`config.mk`:
```
export PLATFORM = sky130hd
export DESIGN_NAME = ringosc_freq_meter
export DESIGN_NICKNAME = d
export VERILOG_FILES = /design/src/rtl/ringosc_freq_meter.sv
export SDC_FILE = /design/constraint.sdc
export NUM_CORES = 1
export LEC_CHECK = 0
export CELL_PAD_IN_SITES_DETAIL_PLACEMENT = 1
export CELL_PAD_IN_SITES_GLOBAL_PLACEMENT = 1
export CORE_AREA = 2 2 104 106
export DETAILED_ROUTE_END_ITERATION = 7
export DIE_AREA = 0 0 106 108
export PLACE_DENSITY_LB_ADDON = 0.1
export SLEW_MARGIN = 20
export SYNTH_ARGS = -nofsm -noshare
export SYNTH_HDL_FRONTEND = slang
export SYNTH_SLANG_ARGS = --single-unit
```
`constraint.sdc`:
```
create_clock -name clk -period 3.7 [get_ports clk]
set_clock_uncertainty 0.15 [all_clocks]
set_input_delay 0.37 -clock clk [delete_from_list [all_inputs] [get_ports clk]]
set_output_delay 0.37 -clock clk [all_outputs]
set_load 0.03 [all_outputs]
```
`src/rtl/ringosc_freq_meter.sv`:
```
// Ring-oscillator frequency meter.
// Drives the oscillator counter macro through clear / run / stop phases.
// Widens its 8-bit count with an MSB wrap counter and publishes one
// {wraps, count} result per accepted start request.
module ringosc_freq_meter #(
    parameter int WINDOW_W   = 16,
    parameter int EXT_W      = 8,
    parameter int CLR_CYCLES = 2,
    parameter int SETTLE     = 4
) (
    input  logic                clk,
    input  logic                reset_i,
    input  logic                start_i,
    input  logic [WINDOW_W-1:0] window_i,
    input  logic [7:0]          cnt_i,
    output logic                osc_reset_o,
    output logic                osc_stop_o,
    output logic                busy_o,
    output logic                valid_o,
    output logic [EXT_W+7:0]    result_o,
    output logic                overflow_o
);

    typedef enum logic [2:0] {
        S_IDLE,
        S_CLEAR,
        S_RUN,
        S_STOP,
        S_CAPTURE
    } state_t;

    // Phase timers count down to zero, so each phase loads length-1.
    // The stop phase also absorbs the two synchroniser stages.
    localparam logic [WINDOW_W-1:0] CLR_LOAD  = WINDOW_W'(CLR_CYCLES - 1);
    localparam logic [WINDOW_W-1:0] STOP_LOAD = WINDOW_W'(SETTLE + 1);
    // Index of the final allowed capture mismatch (8 in total).
    localparam logic [3:0]          MISS_LAST = 4'd7;

    // ------------------------------------------------------------------
    // Two-flop synchroniser per count bit. Only bit 7 is trusted while the
    // oscillator runs; the full word is used only once it is stopped.
    // ------------------------------------------------------------------
    logic [7:0] cnt_sync;

    genvar gi;
    generate
        for (gi = 0; gi < 8; gi++) begin : g_sync
            logic meta_reg;
            logic sync_reg;

            // Resynchronise one bit of the asynchronous count.
            always_ff @(posedge clk or posedge reset_i) begin
                if (reset_i) begin
                    meta_reg <= 1'b0;
                    sync_reg <= 1'b0;
                end else begin
                    meta_reg <= cnt_i[gi];
                    sync_reg <= meta_reg;
                end
            end

            assign cnt_sync[gi] = sync_reg;
        end
    endgenerate

    // ------------------------------------------------------------------
    // State and datapath registers
    // ------------------------------------------------------------------
    state_t               state_reg,     state_next;
    logic [WINDOW_W-1:0]  timer_reg,     timer_next;
    logic [WINDOW_W-1:0]  window_reg,    window_next;
    logic [EXT_W-1:0]     wrap_reg,      wrap_next;
    logic                 wrap_ovf_reg,  wrap_ovf_next;
    logic                 msb_prev_reg,  msb_prev_next;
    logic [7:0]           prev_reg,      prev_next;
    logic                 cap_armed_reg, cap_armed_next;
    logic [3:0]           miss_reg,      miss_next;
    logic                 osc_reset_reg, osc_reset_next;
    logic                 osc_stop_reg,  osc_stop_next;
    logic                 busy_reg,      busy_next;
    logic                 valid_reg,     valid_next;
    logic [EXT_W+7:0]     result_reg,    result_next;
    logic                 overflow_reg,  overflow_next;

    logic msb_fall;
    assign msb_fall = msb_prev_reg & ~cnt_sync[7];

    // Register every piece of state; reset parks the oscillator.
    always_ff @(posedge clk or posedge reset_i) begin
        if (reset_i) begin
            state_reg     <= S_IDLE;
            timer_reg     <= '0;
            window_reg    <= '0;
            wrap_reg      <= '0;
            wrap_ovf_reg  <= 1'b0;
            msb_prev_reg  <= 1'b0;
            prev_reg      <= '0;
            cap_armed_reg <= 1'b0;
            miss_reg      <= '0;
            osc_reset_reg <= 1'b1;
            osc_stop_reg  <= 1'b1;
            busy_reg      <= 1'b0;
            valid_reg     <= 1'b0;
            result_reg    <= '0;
            overflow_reg  <= 1'b0;
        end else begin
            state_reg     <= state_next;
            timer_reg     <= timer_next;
            window_reg    <= window_next;
            wrap_reg      <= wrap_next;
            wrap_ovf_reg  <= wrap_ovf_next;
            msb_prev_reg  <= msb_prev_next;
            prev_reg      <= prev_next;
            cap_armed_reg <= cap_armed_next;
            miss_reg      <= miss_next;
            osc_reset_reg <= osc_reset_next;
            osc_stop_reg  <= osc_stop_next;
            busy_reg      <= busy_next;
            valid_reg     <= valid_next;
            result_reg    <= result_next;
            overflow_reg  <= overflow_next;
        end
    end

    // Next-state and next-output logic. Macro controls are computed one
    // cycle ahead so they are already correct in the state they belong to.
    always_comb begin
        state_next     = state_reg;
        timer_next     = timer_reg;
        window_next    = window_reg;
        wrap_next      = wrap_reg;
        wrap_ovf_next  = wrap_ovf_reg;
        msb_prev_next  = cnt_sync[7];
        prev_next      = prev_reg;
        cap_armed_next = cap_armed_reg;
        miss_next      = miss_reg;
        osc_reset_next = osc_reset_reg;
        osc_stop_next  = osc_stop_reg;
        busy_next      = busy_reg;
        valid_next     = 1'b0;
        result_next    = result_reg;
        overflow_next  = overflow_reg;

        // A falling MSB edge counts while running, and also during stop so
        // that an edge still inside the synchroniser is not lost.
        if ((state_reg == S_RUN || state_reg == S_STOP) && msb_fall) begin
            if (&wrap_reg) begin
                wrap_ovf_next = 1'b1;
            end else begin
                wrap_next = wrap_reg + 1'b1;
            end
        end

        case (state_reg)
            S_IDLE: begin
                osc_reset_next = 1'b1;
                osc_stop_next  = 1'b1;
                if (start_i && (window_i != '0)) begin
                    window_next   = window_i;
                    timer_next    = CLR_LOAD;
                    wrap_next     = '0;
                    wrap_ovf_next = 1'b0;
                    busy_next     = 1'b1;
                    osc_stop_next = 1'b0;
                    state_next    = S_CLEAR;
                end
            end

            S_CLEAR: begin
                if (timer_reg == '0) begin
                    timer_next     = window_reg - 1'b1;
                    osc_reset_next = 1'b0;
                    state_next     = S_RUN;
                end else begin
                    timer_next = timer_reg - 1'b1;
                end
            end

            S_RUN: begin
                if (timer_reg == '0) begin
                    timer_next    = STOP_LOAD;
                    osc_stop_next = 1'b1;
                    state_next    = S_STOP;
                end else begin
                    timer_next = timer_reg - 1'b1;
                end
            end

            S_STOP: begin
                if (timer_reg == '0) begin
                    cap_armed_next = 1'b0;
                    miss_next      = '0;
                    state_next     = S_CAPTURE;
                end else begin
                    timer_next = timer_reg - 1'b1;
                end
            end

            S_CAPTURE: begin
                if (!cap_armed_reg) begin
                    // First cycle only takes the reference sample.
                    prev_next      = cnt_sync;
                    cap_armed_next = 1'b1;
                end else if (cnt_sync == prev_reg || miss_reg == MISS_LAST) begin
                    // Stable word, or out of retries: publish what we have and
                    // flag an unsettled read as overflow.
                    result_next    = {wrap_reg, cnt_sync};
                    overflow_next  = wrap_ovf_reg | (cnt_sync != prev_reg);
                    valid_next     = 1'b1;
                    busy_next      = 1'b0;
                    osc_reset_next = 1'b1;
                    state_next     = S_IDLE;
                end else begin
                    prev_next = cnt_sync;
                    miss_next = miss_reg + 1'b1;
                end
            end

            default: begin
                state_next = S_IDLE;
            end
        endcase
    end

    assign osc_reset_o = osc_reset_reg;
    assign osc_stop_o  = osc_stop_reg;
    assign busy_o      = busy_reg;
    assign valid_o     = valid_reg;
    assign result_o    = result_reg;
    assign overflow_o  = overflow_reg;

endmodule
```
* Word-level counts from Yosys, hierarchy flattened
Index checks and enable logic that the tools add are counted.
** Storage, ports and cells
- Output and inout port bits :: 21
- Word-level logic and storage cells :: 118
- Bits in registers :: 95
- Bits of input ports :: 27
** Operators by class
- Equal/unequal tests :: 16
- Reductions and logical operators :: 23
- Muxes and demuxes :: 41
- $add $sub $neg :: 4
- Bitwise gates (word level) :: 3
** Operators by type and width (number)
- $mux W16 :: 4
- $pmux W16 S4 :: 1
- $mux W8 :: 6
- $sub A16 B1 Y16 const B :: 2
- $mux W3 :: 6
- $logic_not A16 Y1 :: 1
- $reduce_bool A16 Y1 :: 1
- $mux W1 :: 15
- $pmux W3 S5 :: 1
- $ne A2 B2 Y1 const B :: 7
- $mux W4 :: 3
- $reduce_and A4 Y1 :: 3
- $add A8 B1 Y8 const B :: 1
- $eq A8 B8 Y1 :: 1
- $ne A8 B8 Y1 :: 1
- $pmux W4 S2 :: 1
- $reduce_and A2 Y1 :: 4
- $reduce_and A8 Y1 :: 1
- $eq A3 B2 Y1 const B :: 2
- $pmux W1 S2 :: 3
- $reduce_and A3 Y1 :: 2
- $reduce_and A6 Y1 :: 1
- $reduce_bool A2 Y1 :: 3
- $add A4 B1 Y4 const B :: 1
- other kinds (13) :: 16

* Longest topological paths before layout
- Depth in word-level cells :: 6
- Gate-level depth with buffers :: 8
- Mapped depth without buffers :: 8

* Worst setup path after synthesis
No wires, ideal clock.
- Path type :: in2reg
- From :: input window_i[9]
- To :: register timer_reg[0]
- Data required time :: 3.424 ns
- Stages on the path :: 6
- Setup time :: 0.126 ns
- Arrival :: 1.809 ns
- Buffers on the path :: 1
- Setup slack :: 1.615 ns
- Path through :: or4_4 -> o41ai_4 -> a21oi_2 -> a21bo_4 -> buf_12 -> a21oi_1
** Between the ends
- Longest elaborated chain between the ends :: 4
** Ends and longest elaborated chain
- start, declared :: line 14 : input logic [WINDOW_W-1:0] window_i,
- $reduce_bool A16 Y1 :: line 158 : if (start_i && (window_i != '0)) begin
- $logic_and A1 B1 Y1 :: line 158
- $ne A2 B2 Y1 (no line)
- $reduce_and A3 Y1 (no line)
- end signal, assigned :: line 108 : timer_reg <= timer_next;
- end, declared :: line 70 : logic [WINDOW_W-1:0] timer_reg, timer_next;
No other way between the ends.
A chain may end at the register's enable or synchronous reset.

* Worst setup path after layout
- From :: register timer_reg[2]
- To :: register timer_reg[12]
** Between the ends
- Longest elaborated chain between the ends :: 3
- Elaborated cells on any way between the ends :: 8
- Those cells by class :: add/sub (1); eq/ne (1); mux (4); reduce/logical (2)
** Ends and longest elaborated chain
- $sub A16 B1 Y16 / $logic_not A16 Y1 (equally long branches)
- $mux W16 (tied with other cells) :: line 190 : if (timer_reg == '0) begin
- $pmux W16 S4 / $reduce_and A3 Y1 (equally long branches)
Parallel ways exist; a longest one is shown, timed or not. The select of a mux whose other input is x is not followed.

==> impl_results.md <==
* Root Driver: clkbuf_8
* Setup violators final at 0
* WS Path Type: reg2reg
* Post-synth cell types at 59
* Final hold slack at 0.209 ns
* DR vias/cell at 5.38
* GR Util met2 at 31.3%
* Worst EP required at 3.83 ns
* Syn. warnings at 0
* Initial antenna violation count at 0
* RSZ-0062 raised after global routing: false
* Grt met1 use at 27.9%
* Area added between synthesis and finish at 17.4%
* IR Drop Worst-Case VDD at 0.200 mV
* CTS Buf Count at 9
* Clk pin slew, worst setup/hold paths at 0.10 ns
* Place WS at 0.858 ns
* Die Ht at 108 microns
* EDFF count, synth at 0
* Initial Utilization at 44.6%
* N_diodes at 0
* Mapped Area at 4560 sq um
* Final worst-path setup slack at 1.02 ns
* Post-CTS Resized at 0
* Synth top area share at 51.0%
* Worst-Skew Late Latency at 0.37 ns
* CTS Buffer Depth at 2
* Via Count at 3,353
* Status: finished clean
* Input/output buffers at 47
* GRT busiest layer: met2
* Largest cells by area after synthesis: dfrtp_1 51%, mux2_2 5.9%, nand2_1 5.1%, xnor2_1 3.6%, nor2_1 3.0%
* DRT Wirelength at 10,300 microns
* Ys flop type: dfrtp_1
* Most common cell after layout, fill and taps aside: dfrtp_1
* Worst-path fanout max at 12
* Seq/Total Area, Yosys at 52.2%
* Max_slew headroom at 47.2%
* WL/cell at 16.6 microns
* Layout cells sized above 1 at 16.4%
* Most frequent cells in the layout: 93 x dfrtp_1, 62 x nand2_1, 47 x clkdlybuf4s50_1
* Hold Path Class: reg2reg
* # rows at 37
* Vias in the first global route at 3,582
* CP Launch Type: flip-flop
* Cts hold-fix bufs at 0
* Least-Margin Pin Slew at 0.792 ns
* Minimum clock period after layout at 2.68 ns
* Detail Placement HPWL at 7400 microns
* Post-synthesis cell count at 433
* DRT Pass-1 Iters at 4
* Largest area contributor in the netlist: dfrtp_1
* Hold Vio Cnt, Final at 0
* Largest net degree at the start of global routing at 64
* Asr flop ratio synth at 100%
* #FFs+latches synth at 95
* Top achievable clock speed at 0.373 GHz
* Gr ovfl total at 0
* Die Wd at 106 microns
* Max-Cap Viols at 0
* DRC at 0
* Routability Congestion at 0.799
* CTS tree: built
* Syn_nets at 465
* Setup_tns at 0 ns
* Post-Place Cells at 607
* Syn_area_per_cell at 10.5 sq um
* Core area at 10,200 sq um
* Fin cells at 623
* DRT antenna net count at 0
* Fin nets at 514
* Setup bufs post-CTS at 0
* Sink Count at 95
* DIE AREA at 11,400 sq um
* Max H-tree Level at 3
* Crit. End Element: flip-flop
* GRT met3 Usage at 4.82%
* Leakage at 2.37 nW
* Period utilization at 72.5%
* Power per standard cell area at 575 nW/um^2
* DRT iter0 DRCs at 118
* Top Ports at 48
* Crit path DAT at 2.82 ns
* First-pass GRT wire length at 18,000 microns
* Slew Limit Fails at 0
* Overall Global Routing Usage at 19.9%
-- final timing paths --
path / from / to / slack [ns] / cells after the start
min reg2reg: g_sync[7].meta_reg$_DFF_PP0_ / g_sync[7].sync_reg$_DFF_PP0_ / 0.21 / 0
max in group asynchronous: reset_i / result_o[0]$_DFFE_PP0P_ / 2.31 / 3
max reg2reg: timer_reg[2]$_DFFE_PP0P_ / timer_reg[12]$_DFFE_PP0P_ / 1.02 / 6
max: timer_reg[2]$_DFFE_PP0P_ / timer_reg[12]$_DFFE_PP0P_ / 1.02 / 6
min: g_sync[7].meta_reg$_DFF_PP0_ / g_sync[7].sync_reg$_DFF_PP0_ / 0.21 / 0
min in group asynchronous: reset_i / timer_reg[1]$_DFFE_PP0P_ / 0.35 / 2
-- layout make-up --
| type | count | area [sq um] |
|---|---|---|
| Timing Repair Buffer | 51 | 500 |
| Tap cell | 136 | 170 |
| Sequential cell | 95 | 2380 |
| Multi-Input combinational cell | 315 | 2070 |
| Inverter | 10 | 40.0 |
| Clock inverter | 6 | 56.3 |
| Fill cell | 1123 | 4880 |
| Clock buffer | 10 | 138 |
-- cell usage after synthesis, types with 2 or more instances --
| cell | instances |
|---|---|
| inv_1 | 10 |
| nand3_1 | 8 |
| mux2_2 | 24 |
| or2_2 | 2 |
| nor3_1 | 16 |
| a21o_1 | 2 |
| nand3b_1 | 2 |
| xor2_1 | 9 |
| nor4_1 | 7 |
| o21ai_2 | 13 |
| and2_1 | 2 |
| a21oi_2 | 2 |
| dfstp_2 | 2 |
| xnor2_1 | 19 |
| and3_1 | 5 |
| or4_1 | 2 |
| nand2b_1 | 3 |
| o22ai_1 | 3 |
| or4_4 | 2 |
| ha_1 | 5 |
| a21oi_1 | 23 |
| nor2_1 | 37 |
| or3_1 | 4 |
| nor3_2 | 2 |
| o21ai_0 | 15 |
| nand4_1 | 6 |
| nand2_1 | 62 |
| o31ai_1 | 3 |
| clkbuf_1 | 4 |
| o211ai_1 | 3 |
| a211oi_1 | 2 |
| buf_2 | 6 |
| nor4_2 | 2 |
| nor3b_1 | 2 |
| o21bai_1 | 2 |
| dfrtp_1 | 93 |
| a22o_2 | 2 |
| a31oi_1 | 3 |
| nor2b_1 | 4 |
-- metal layers --
metal  vias up  wire length (microns)  share of wire [%]
li1       1623                      -                  -
met1      1679                   5020                 49
met2        45                   4910                 48
met3         6                    319                3.1
met4         0                     69               0.67
met5         -                      0                  0
-- stage by stage --
step                      utilization (%)  instance area, sq um  total power, W
after floorplan                         -                  4560         0.00213
after global placement               50.4                  5160         0.00238
after detailed placement             50.4                  5160         0.00242
after CTS                            52.3                  5360         0.00311
after global routing                 52.3                  5360         0.00331
final                                52.3                  5360         0.00308
-- worst max-delay path, cell delays in order (launching register included) --
cell and delay [ns]:
dfrtp_1 0.44, nor2_1 0.37, nand4_1 0.34, or3_1 0.50, nand2b_1 0.53, o211ai_1 0.17, o21ai_0 0.10
-- report_power, final --
group	internal [W]	leakage (nW)	switching (W)	total, W
Clock	0.000280	0.0977	0.000401	0.000680
Sequential	0.00126	1.21	0.000288	0.00155
Combinational	0.000378	1.06	0.000467	0.000845
Total	0.00192	2.37	0.00116	0.00308
-- cell families (layout without fill, tap and decap cells) --
kind of cell / count (synthesis) / after routing / share of synthesized area (%)
and+or+nand+nor: 177 / 177 / 20.1
DFF: 95 / 95 / 52.2
AOI/OAI and AO/OA: 80 / 80 / 12.2
xor gates and xnor gates: 28 / 28 / 5.37
muxes: 25 / 25 / 6.14
buffers and inverters: 23 / 77 / 2.66
adders and majority gates: 5 / 5 / 1.37
(Power assumes the default switching activity.)
